===== src/rtl/lat_unroll_param.sv =====
// -----------------------------------------------------------------------------
// lat_unroll_param
//
// Loop address table plus unroll controller for the wide fetch front end.
// It sits between IF and the loop interpreter. A predicted-taken backward
// branch in a fetch group starts training. The body is then measured group by
// group, and a table entry {start, ft, unroll} is written. The entry is
// implied valid when its bit in tbl_vld is set. A later fetch group whose
// lane-0 PC equals a valid start address dispatches the body `unroll` times
// into the loop buffer. Fetch then stalls until a misprediction flush
// releases it.
//
// Optional feature (compile-time macro): LAT_INVALIDATE_EN
//   When defined, a mispredict taken while in DISPATCH invalidates the entry
//   being dispatched. Without it, entries are only ever replaced by training.
//
// Ports:
//   clk             clock
//   rst             asynchronous, active-high reset
//   pc_in           fetch-group PCs; lane i at [(LANES-1-i)*AW +: AW], lane 0 oldest
//   fetch_vld_in    fetch group valid; all state holds while low
//   bck_lp_in       bit i: lane i is a predicted-taken backward branch
//   bck_tgt_in      target of the lowest-index flagged backward branch
//   mis_pred_in     misprediction flush; returns to IDLE, overrides everything
//   state_out       IDLE=00, TRAIN=01, DISPATCH=10, STALL=11
//   loop_strt_out   table hit this cycle (combinational)
//   fnsh_unrll_out  last unrolled iteration dispatched (one-cycle pulse)
//   stll_ftch_out   stall IF (high in STALL)
//   inst_valid_out  per-lane valid, MSB = lane 0
//   hit_idx_out     index of the hit entry, captured when dispatch starts
// -----------------------------------------------------------------------------
module lat_unroll_param #(
    parameter int LANES     = 4,
    parameter int ENTRIES   = 4,
    parameter int AW        = 16,
    parameter int BUF_INSTS = 64,
    parameter int CW        = $clog2(BUF_INSTS) + 1
) (
    input  logic                       clk,
    input  logic                       rst,
    input  logic [LANES*AW-1:0]        pc_in,
    input  logic                       fetch_vld_in,
    input  logic [LANES-1:0]           bck_lp_in,
    input  logic [AW-1:0]              bck_tgt_in,
    input  logic                       mis_pred_in,
    output logic [1:0]                 state_out,
    output logic                       loop_strt_out,
    output logic                       fnsh_unrll_out,
    output logic                       stll_ftch_out,
    output logic [LANES-1:0]           inst_valid_out,
    output logic [$clog2(ENTRIES)-1:0] hit_idx_out
);

    localparam int IW = $clog2(ENTRIES);
    localparam int LW = (LANES > 1) ? $clog2(LANES) : 1;

    localparam logic [CW-1:0] LANES_C = CW'(LANES);
    localparam logic [CW-1:0] BUF_C   = CW'(BUF_INSTS);

`ifdef LAT_INVALIDATE_EN
    localparam bit INVALIDATE_EN = 1'b1;
`else
    localparam bit INVALIDATE_EN = 1'b0;
`endif

    typedef enum logic [1:0] {
        IDLE     = 2'b00,
        TRAIN    = 2'b01,
        DISPATCH = 2'b10,
        STALL    = 2'b11
    } state_t;

    // -------------------------------------------------------------------------
    // State
    // -------------------------------------------------------------------------
    state_t        state;

    // Table. The body size is only needed to derive the unroll factor, so the
    // entry keeps the derived unroll value rather than the raw count.
    logic [ENTRIES-1:0] tbl_vld;
    logic [AW-1:0]      tbl_start  [ENTRIES];
    logic [AW-1:0]      tbl_ft     [ENTRIES];
    logic [CW-1:0]      tbl_unroll [ENTRIES];
    logic [IW-1:0]      rr_ptr;

    // Training capture
    logic [AW-1:0]      tr_start;
    logic [AW-1:0]      tr_ft;
    logic [CW-1:0]      tr_cnt;
    logic               tr_first;     // next valid group is the first body group

    // Shared by TRAIN and DISPATCH: PC of the loop's backward branch (ft-1)
    logic [AW-1:0]      last_pc;

    // Dispatch progress
    logic [CW-1:0]      unroll_cnt;
    logic [CW-1:0]      buf_cnt;
    logic [IW-1:0]      hit_idx;

    // -------------------------------------------------------------------------
    // Lane PCs
    // -------------------------------------------------------------------------
    logic [AW-1:0] lane_pc [LANES];

    for (genvar g = 0; g < LANES; g++) begin : g_lane
        assign lane_pc[g] = pc_in[(LANES-1-g)*AW +: AW];
    end

    // Ceiling log2 of a non-zero body size.
    function automatic logic [CW-1:0] ceil_log2(input logic [CW-1:0] v);
        logic [CW-1:0] r;
        r = '0;
        for (int i = 0; i < CW; i++) begin
            if ((CW'(1) << i) < v) r = CW'(i + 1);
        end
        return r;
    endfunction

    // -------------------------------------------------------------------------
    // Table lookup: lowest matching valid entry wins
    // -------------------------------------------------------------------------
    logic          match;
    logic [IW-1:0] hit_sel;
    logic          hit;

    // NOTE: combinational blocks use blocking assignments and give every
    // output a default first, so no latch is inferred; iterating from the
    // top index down lets the lowest match overwrite the others.
    always_comb begin
        match   = 1'b0;
        hit_sel = '0;
        for (int e = ENTRIES - 1; e >= 0; e--) begin
            if (tbl_vld[e] && (tbl_start[e] == lane_pc[0])) begin
                match   = 1'b1;
                hit_sel = IW'(e);
            end
        end
    end

    assign hit = match && (state == IDLE) && fetch_vld_in && !rst;

    // -------------------------------------------------------------------------
    // Lowest flagged backward branch
    // -------------------------------------------------------------------------
    logic          bck_found;
    logic [LW-1:0] bck_lane;

    always_comb begin
        bck_found = 1'b0;
        bck_lane  = '0;
        for (int i = LANES - 1; i >= 0; i--) begin
            if (bck_lp_in[i]) begin
                bck_found = 1'b1;
                bck_lane  = LW'(i);
            end
        end
    end

    // -------------------------------------------------------------------------
    // End lane: lowest lane holding the active branch PC
    // -------------------------------------------------------------------------
    logic          end_found;
    logic [LW-1:0] end_k;

    always_comb begin
        end_found = 1'b0;
        end_k     = '0;
        for (int i = LANES - 1; i >= 0; i--) begin
            if (lane_pc[i] == last_pc) begin
                end_found = 1'b1;
                end_k     = LW'(i);
            end
        end
    end

    // Instructions of the loop body contained in this group
    logic [CW-1:0] step;
    logic [CW-1:0] cnt_next;
    logic [CW-1:0] buf_next;
    logic [CW-1:0] unroll_new;
    logic          train_ovf;
    logic          buf_ovf;
    logic          first_bad;

    assign step       = end_found ? (CW'(end_k) + CW'(1)) : LANES_C;
    assign cnt_next   = tr_cnt + step;
    assign buf_next   = buf_cnt + step;
    assign train_ovf  = cnt_next > BUF_C;
    assign buf_ovf    = buf_next > BUF_C;
    assign first_bad  = tr_first && (lane_pc[0] != tr_start);
    assign unroll_new = BUF_C >> ceil_log2(cnt_next);

    // -------------------------------------------------------------------------
    // Victim selection: lowest invalid entry, else the round-robin pointer
    // -------------------------------------------------------------------------
    logic          all_valid;
    logic [IW-1:0] free_idx;
    logic [IW-1:0] victim;

    always_comb begin
        free_idx = '0;
        for (int e = ENTRIES - 1; e >= 0; e--) begin
            if (!tbl_vld[e]) free_idx = IW'(e);
        end
    end

    assign all_valid = &tbl_vld;
    assign victim    = all_valid ? rr_ptr : free_idx;

    // A training group that closes the body writes the table unless flushed
    logic tbl_we;

    assign tbl_we = (state == TRAIN) && fetch_vld_in && !mis_pred_in &&
                    !first_bad && !train_ovf && end_found;

    // -------------------------------------------------------------------------
    // Controller
    // -------------------------------------------------------------------------
    // NOTE: all sequential state is updated with non-blocking assignments so
    // every register samples the pre-edge values of its neighbours.
    always_ff @(posedge clk or posedge rst) begin
        if (rst) begin
            state      <= IDLE;
            tbl_vld    <= '0;
            rr_ptr     <= '0;
            tr_start   <= '0;
            tr_ft      <= '0;
            tr_cnt     <= '0;
            tr_first   <= 1'b0;
            last_pc    <= '0;
            unroll_cnt <= '0;
            buf_cnt    <= '0;
            hit_idx    <= '0;
        end else if (mis_pred_in) begin
            // The flush wins over any transition or write due this cycle.
            state <= IDLE;
            if (INVALIDATE_EN && (state == DISPATCH)) begin
                tbl_vld[hit_idx] <= 1'b0;
            end
        end else if (fetch_vld_in) begin
            case (state)
                IDLE: begin
                    if (hit) begin
                        state      <= DISPATCH;
                        unroll_cnt <= tbl_unroll[hit_sel];
                        buf_cnt    <= '0;
                        hit_idx    <= hit_sel;
                        last_pc    <= tbl_ft[hit_sel] - AW'(1);
                    end else if (bck_found) begin
                        state    <= TRAIN;
                        tr_start <= bck_tgt_in;
                        tr_ft    <= lane_pc[bck_lane] + AW'(1);
                        last_pc  <= lane_pc[bck_lane];
                        tr_cnt   <= '0;
                        tr_first <= 1'b1;
                    end
                end

                TRAIN: begin
                    tr_first <= 1'b0;
                    if (first_bad || train_ovf) begin
                        state <= IDLE;
                    end else begin
                        tr_cnt <= cnt_next;
                        if (end_found) begin
                            state           <= IDLE;
                            tbl_vld[victim] <= 1'b1;
                            // Filling a free slot leaves the pointer alone.
                            if (all_valid) rr_ptr <= rr_ptr + IW'(1);
                        end
                    end
                end

                DISPATCH: begin
                    if (buf_ovf) begin
                        state <= IDLE;
                    end else begin
                        buf_cnt <= buf_next;
                        if (end_found) begin
                            unroll_cnt <= unroll_cnt - CW'(1);
                            if (unroll_cnt == CW'(1)) state <= STALL;
                        end
                    end
                end

                STALL: begin
                    // Held until a mispredict flush.
                end
            endcase
        end
    end

    // NOTE: the payload array has no reset; a slot is never read as a hit
    // until its valid bit is set, so only tbl_vld is cleared on reset.
    always_ff @(posedge clk) begin
        if (tbl_we) begin
            tbl_start[victim]  <= tr_start;
            tbl_ft[victim]     <= tr_ft;
            tbl_unroll[victim] <= unroll_new;
        end
    end

    // -------------------------------------------------------------------------
    // Outputs
    // -------------------------------------------------------------------------
    logic [LANES-1:0] end_mask;

    // k+1 ones starting from the MSB (lane 0)
    always_comb begin
        end_mask = '0;
        for (int i = 0; i < LANES; i++) begin
            end_mask[LANES-1-i] = (i <= int'(end_k));
        end
    end

    always_comb begin
        case (state)
            STALL:    inst_valid_out = '0;
            DISPATCH: inst_valid_out = end_found ? end_mask : '1;
            default:  inst_valid_out = '1;
        endcase
    end

    assign state_out      = state;
    assign loop_strt_out  = hit;
    assign fnsh_unrll_out = (state == DISPATCH) && fetch_vld_in && !mis_pred_in &&
                            end_found && !buf_ovf && (unroll_cnt == CW'(1));
    assign stll_ftch_out  = (state == STALL);
    assign hit_idx_out    = hit_idx;

endmodule

===== config.mk =====
export PLATFORM = sky130hd
export DESIGN_NAME = lat_unroll_param
export DESIGN_NICKNAME = d
export VERILOG_FILES = /design/src/rtl/lat_unroll_param.sv
export SDC_FILE = /design/constraint.sdc
export NUM_CORES = 1
export LEC_CHECK = 0
export CAP_MARGIN = 0
export CORE_AREA = 2 2 201 203
export CTS_BUF_LIST = sky130_fd_sc_hd__clkbuf_8
export CTS_CLUSTER_SIZE = 10
export DETAILED_ROUTE_END_ITERATION = 10
export DIE_AREA = 0 0 203 205
export SYNTH_ARGS = -nofsm -noshare
export SYNTH_HDL_FRONTEND = slang
export SYNTH_SLANG_ARGS = --single-unit
export TNS_END_PERCENT = 10

===== constraint.sdc =====
create_clock -name clk -period 6.2 [get_ports clk]
set_clock_uncertainty 0.2 [all_clocks]
set_input_delay 1.24 -clock clk [delete_from_list [all_inputs] [get_ports clk]]
set_output_delay 1.24 -clock clk [all_outputs]
set_load 0.005 [all_outputs]

# Word level (Yosys, flattened, before mapping)
# Memories as Yosys holds them, arrays and structs flattened.
# Index checks and enable logic that the tools add are counted.
dict set report totals {
  wordCells 179
  input_bits 88
  ram_bits 156
  reg_bits 80
  out_inout_bits 11
  memories 3
}
# memory depth word_bits rd rd_ports_with_merged_regs wr line_no
set mem_list {}
lappend mem_list {tbl_ft 4 16 1 0 1 82} ;# logic [AW-1:0] tbl_ft [ENTRIES];
lappend mem_list {tbl_start 4 16 4 0 1 81} ;# logic [AW-1:0] tbl_start [ENTRIES];
lappend mem_list {tbl_unroll 4 7 1 0 1 83} ;# logic [CW-1:0] tbl_unroll [ENTRIES];
dict set report op_classes {
  eq_ne 23
  magnitude_cmp 15
  n_shift 1
  muxes 72
  n_addsub 7
  reduce_logical 42
  bitwise_logic 5
}
# cell count
set op_table {}
lappend op_table {{== test 16 bit} 8}
lappend op_table {{two-way mux 7 bit} 14}
lappend op_table {{two-way mux 16 bit} 4}
lappend op_table {{two-way mux 2 bit} 26}
lappend op_table {{one-hot mux 7 bit (2 select lines)} 3}
lappend op_table {{binary-select mux 16 bit (select 2 bit)} 1}
lappend op_table {{AND reduction 5 bit} 4}
lappend op_table {{logical AND 1 bit} 19}
lappend op_table {{two-way mux 1 bit} 18}
lappend op_table {{AND reduction 6 bit} 3}
lappend op_table {{adder 16 x 1 -> 16 bit (second input constant)} 1}
lappend op_table {{!= test 16 bit} 1}
lappend op_table {{subtractor 16 x 1 -> 16 bit (second input constant)} 1}
lappend op_table {{adder 7 x 3 -> 7 bit} 2}
lappend op_table {{> comparator 7 bit (second input constant)} 2}
lappend op_table {{!= test 2 bit (second input constant)} 6}
lappend op_table {{!= test 4 bit (second input constant)} 3}
lappend op_table {{AND reduction 4 bit} 3}
lappend op_table {{AND reduction 9 bit} 1}
lappend op_table {{one-hot mux 4 bit (2 select lines)} 1}
lappend op_table {{nonzero test 2 bit} 4}
lappend op_table {{== test 7 x 1 -> 1 bit (second input constant)} 1}
lappend op_table {{less-than comparator 1 x 7 -> 1 bit (first input constant)} 1}
lappend op_table {{less-than comparator 2 x 7 -> 1 bit (first input constant)} 1}
lappend op_table {{other kinds (28)} 37}

# Depth between registers and ports, before layout
dict set report depth {
  ltp_word 17
  mapped_depth 24
  ltp_nobuf 21
}

# Least setup slack after synthesis
# No wires, ideal clock.
dict set report synth_path {
  path_type {input to register}
  startpoint {in pc_in[48]}
  endpoint {mem tbl_ft[2][0], enable pin}
  cell_stages 19
  required_ps 5565
  path_buffers 2
  setup_time_ps 435
  arrival_time_ps 6591
  setup_slack_ps -1026
  cell_sequence {buf_2 > xnor2_1 > nand4_1 > nor4_1 > or2_2 > or3_1 > clkbuf_1 > nand2_1 > inv_1 > ha_1 > a21o_1 > a21oi_1 > xor2_1 > nand3_1 > or2_2 > a22oi_1 > nand2_1 > or3_1 > nor2_1}
}
dict set report synth_between {
  elab_chain_len 11
  word_cells_on_any_way 16
  classes_between {add/sub (2); order compare (1); eq/ne (2); mux (5); reduce/logical (6)}
}
# element line_no
set synth_rtl {}
lappend synth_rtl {{from (decl)} 41} ;# input logic [LANES*AW-1:0] pc_in,
lappend synth_rtl {{== test 16 bit} 169} ;# if (lane_pc[i] == last_pc) begin
lappend synth_rtl {{two-way mux 2 bit} 169}
lappend synth_rtl {{adder 2 x 1 -> 3 bit} 185} ;# assign step = end_found ? (CW'(end_k) + CW'(1)) : LANES_C;
lappend synth_rtl {{two-way mux 3 bit} 185}
lappend synth_rtl {{adder 7 x 3 -> 7 bit} 186} ;# assign cnt_next = tr_cnt + step;
lappend synth_rtl {{> comparator 7 bit} 188} ;# assign train_ovf = cnt_next > BUF_C;
lappend synth_rtl {{zero test 1 bit} 214} ;# !first_bad && !train_ovf && end_found;
lappend synth_rtl {{logical AND 1 bit} 214}
lappend synth_rtl {{logical AND 1 bit (*)} 214}
lappend synth_rtl {{two-way mux 1 bit (*)} 296} ;# if (tbl_we) begin
lappend synth_rtl {{two-way mux 1 bit (not written as such) (*)} 298} ;# tbl_ft[victim] <= tr_ft;
lappend synth_rtl {{to (decl)} 82}
# Mark *: on every way between the ends. The rest lies on a longest branch, timed or not.

# Final worst setup path
dict set report layout_path {
  startpoint {in pc_in[62]}
  endpoint {out fnsh_unrll_out}
}
dict set report layout_between {
  elab_chain_len 9
  word_cells_on_any_way 11
  classes_between {add/sub (2); order compare (1); eq/ne (1); mux (3); reduce/logical (4)}
}
# element line_no
set layout_rtl {}
lappend layout_rtl {{== test 16 bit (*)} 169}
lappend layout_rtl {{two-way mux 2 bit} 169}
lappend layout_rtl {{adder 2 x 1 -> 3 bit} 185}
lappend layout_rtl {{two-way mux 3 bit} 185}
lappend layout_rtl {{adder 7 x 3 -> 7 bit} 187} ;# assign buf_next = buf_cnt + step;
lappend layout_rtl {{> comparator 7 bit} 189} ;# assign buf_ovf = buf_next > BUF_C;
lappend layout_rtl {{zero test 1 bit} 327} ;# end_found && !buf_ovf && (unroll_cnt == CW'(1));
lappend layout_rtl {{logical AND 1 bit (*) (2 in a row)} 327}
lappend layout_rtl {{to (decl)} 48} ;# output logic fnsh_unrll_out,
# Marks and branches as above.

==> results.py <==
metrics = {
    "final_layout": {
        "stdcell_count": 1829,
        "final_util_pct": 40.7,
        "final_area_sq_um": 16000,
        "n_antenna_cell": 0,
        "final_common_cell": "edfxtp_1",
        "syn2layout_area_growth_pct": 24.5,
        "drive_gt1_share_pct": 26.2,
        "mostFrequentLayoutCells": "edfxtp_1, nand2_1, xnor2_1, buf_4, dfrtp_1",
        "layout.nets": 1377,
        "final.fill_count": 3733,
    },
    "setup_path": {
        "cp_num_cells": 18,
        "worstPathArrival_ns": 4.74,
        "crit_fanout": 3,
        "crit_path_end_kind": "output port",
        "cp_common_cell": "buf_2",
        "required_ns": 4.76,
        "crit_family": "simple AND/OR/NAND/NOR gates",
        "reg2reg_depth": 22,
        "worstPathCellList": "buf_2, xnor2_4, nand4_1, nor4_4, or2_4, nor2_4, ha_4, nand2_4, inv_4, buf_6, fa_2, a21o_1, a211oi_2, o211ai_1, a2111oi_4, o21ai_2, nor3_2, buf_2",
        "criticalPathCategory": "primary input to output port",
        "cp-start-kind": "primary input",
        "cp_slowest_cell": "nor4_4",
        "slowest_delay_ns": 0.47,
        "cp_num_buf_inv": 4,
    },
    "synthesis": {
        "synth_area_per_cell_sq_um": 11.8,
        "synth_area_leaders": "edfxtp_1, dfrtp_1, xnor2_1",
        "ys_async_sr_fraction_pct": 33.9,
        "synth-edff-count": 156,
        "seq_area_frac_synth_pct": 52.0,
        "syn-instance-count": 1094,
        "synth_top_area_share_pct": 36.4,
        "syn-cell-area_sq_um": 12900,
        "synth_cell_type_count": 77,
        "yosysWarnings": 0,
        "syn_nets": 1200,
        "yosys.area.top_type": "edfxtp_1",
        "synthFlopType": "edfxtp_1",
        "ys_ff_latch": 236,
    },
    "floorplanning": {
        "num_rows": 73,
        "die_w_um": 203,
        "io_pins": 99,
        "start_util_pct": 32.7,
        "placeableCoreArea_sq_um": 39400,
        "die_h_um": 205,
        "die_area_sq_um": 41600,
    },
    "drt": {
        "drtPass1Iterations": 5,
        "via_count": 9407,
        "ant_nets": 0,
        "drcViolationCount": 0,
        "wire_per_inst_um": 20.9,
        "routed_wl_um": 38300,
        "drtIter0Drc": 877,
        "vias_per_cell": 5.14,
    },
    "placement": {
        "place_hpwl_um": 29000,
        "gp_congestion": 0.917,
        "dp_slack_ns": -1.51,
        "io_buffers": 98,
        "placed_cells": 1752,
        "place_area_sq_um": 15000,
    },
    "clock_tree": {
        "clock_sinks": 236,
        "root_buffer": "clkbuf_8",
        "h-tree-depth": 2,
        "cts_buffer_depth": 3,
        "clock_latency_ns": 0.57,
        "cts.hold.buffers_added": 0,
        "cts_buffers": 41,
        "clk_pin_slew_worst_paths_ns": 0.06,
        "tritoncts": "done",
    },
    "run": {
        "maxCapViolCount": 0,
    },
    "timing": {
        "period_minus_slack_ns": 6.18,
        "timing.fmax_ghz": 0.162,
        "hold_violations": 0,
        "final_max_slew_viol_count": 0,
        "setup_violations": 0,
        "setup_ws_ns": 0.0199,
        "relSlewSlack_pct": 21.4,
        "fin_setup_tns_ns": 0,
        "grt_setup_unrepaired": "true",
        "fin_crit_sh_pct": 99.7,
        "tightestPinTransition_ns": 1.18,
    },
    "global_route": {
        "grt_overflow": 0,
        "grt_max_degree": 57,
        "grt_pass1_vias": 9577,
        "grt_first_pass_wirelength_um": 57900,
        "grtUsageTotal_pct": 18.6,
        "antenna_found_initial": 0,
    },
    "hold_path": {
        "min_path_cells": 0,
        "hp-class": "flop to flop",
    },
    "status": {
        "status": "completed",
    },
    "pwr": {
        "cellPowerDensity_nw_per_um2": 314,
        "p_leak_nw": 6.23,
        "ir_drop_uv": 228,
    },
}
==> worst reg2reg max path, stage by stage (launching register included) <==
cell and delay (ns):
dfrtp_1 0.61, xnor2_2 0.17, nand4_1 0.23, nor4_4 0.45, or2_4 0.23, nor2_4 0.04, ha_4 0.24, nand2_4 0.07
inv_4 0.04, buf_6 0.11, buf_4 0.12, ha_1 0.26, a21o_1 0.18, a21oi_1 0.27, buf_4 0.16, nor2_1 0.04
xor2_1 0.14, or2_2 0.31, a22oi_1 0.23, nand2_1 0.13, or3_1 0.47, nor2_4 0.18, buf_12 0.19
==> per-layer routing <==
metal,part of all wire (%),up-vias,global-route usage [%]
li1,-,4335,-
met1,42,4645,23.7
met2,47,328,30.8
met3,5.5,99,2.88
met4,4.9,0,9.52
met5,0,-,0
==> layout make-up <==
| type | count | area, sq um | area share, % |
|---|---|---|---|
| well taps | 525 | 657 | 4.10 |
| multi-input cells | 765 | 6120 | 38.3 |
| repair buffers | 194 | 1560 | 9.77 |
| clock buffers | 46 | 633 | 3.96 |
| clock inverters | 30 | 211 | 1.32 |
| inverters | 33 | 128 | 0.797 |
| flip-flops and latches | 236 | 6690 | 41.8 |
==> power breakdown <==
group          switching, W  internal, W
clock network      0.000652     0.000811
logic              0.000581     0.000592
registers          0.000391      0.00201
==> synthesized netlist by cell type (4+ instances only) <==
cell type  count
xor2_1        55
o211ai_1      14
nor2_1        36
clkbuf_1      26
mux2_2        24
or3_1          7
or2_2          7
mux2i_1       37
nor2b_1        6
xnor2_2        8
inv_1         33
nand3_1       33
ha_1          16
a211oi_1       4
nand2b_1       4
and2_1         8
o21ai_0       60
nand2_1      108
o22ai_1       10
a21o_1         8
xnor2_1      114
buf_6          9
o21ai_1        7
edfxtp_1     156
or4_1          7
nand4_1       39
nor4_1        12
o31ai_1        8
buf_2         16
a21oi_1       34
nor3_1        16
dfrtp_1       80
mux4_2        16
and3_1        17
==> path summary, 6_finish.rpt <==
path / from / endpoint / slack, ns
worst min register to register: tr_ft[4]$_DFFE_PP0P_ / tbl_ft[1][4]$_DFFE_PP_ / 0.27
worst min-delay path: tr_ft[4]$_DFFE_PP0P_ / tbl_ft[1][4]$_DFFE_PP_ / 0.27
worst max register to register: last_pc[7]$_DFFE_PP0P_ / tbl_ft[3][4]$_DFFE_PP_ / 0.75
worst max-delay path: pc_in[62] / fnsh_unrll_out / 0.02
max in group asynchronous: rst / tr_ft[4]$_DFFE_PP0P_ / 3.74
min in group asynchronous: rst / tr_start[2]$_DFFE_PP0P_ / 0.82
==> state kept, by name (all words and copies together), names as in the netlist, 2 cells and up <==
register	flops
tbl_ft	64
tbl_start	64
tbl_unroll	28
last_pc	16
tr_ft	16
tr_start	16
buf_cnt	7
tr_cnt	7
unroll_cnt	7
tbl_vld	4
hit_idx_out	2
rr_ptr	2
state_out	2
==> through the flow <==
step / hold slack [ns] / total power (W)
floorplan: 0.245 / 0.00296
global placement: 0.259 / 0.00344
detailed placement: 0.261 / 0.00347
CTS: 0.276 / 0.00501
global route: 0.299 / 0.00526
finish: 0.269 / 0.00503
==> cell families after synthesis <==
family,count (synthesis),share of synthesized area (%)
and+or+nand+nor,322,13.3
xor gates and xnor gates,177,12.5
AOI/OAI and AO/OA,169,8.43
muxes,79,8.02
DFF,236,52.0
adders and majority gates,18,1.87
buffers and inverters,93,3.87
==> repair_timing <==
item,CTS,global route
endpoints found under the setup margin,173,1
setup buffers,5,3
resized for setup,193,89
pin swaps,62,46
gates cloned,0,0
(Power assumes the default switching activity.)
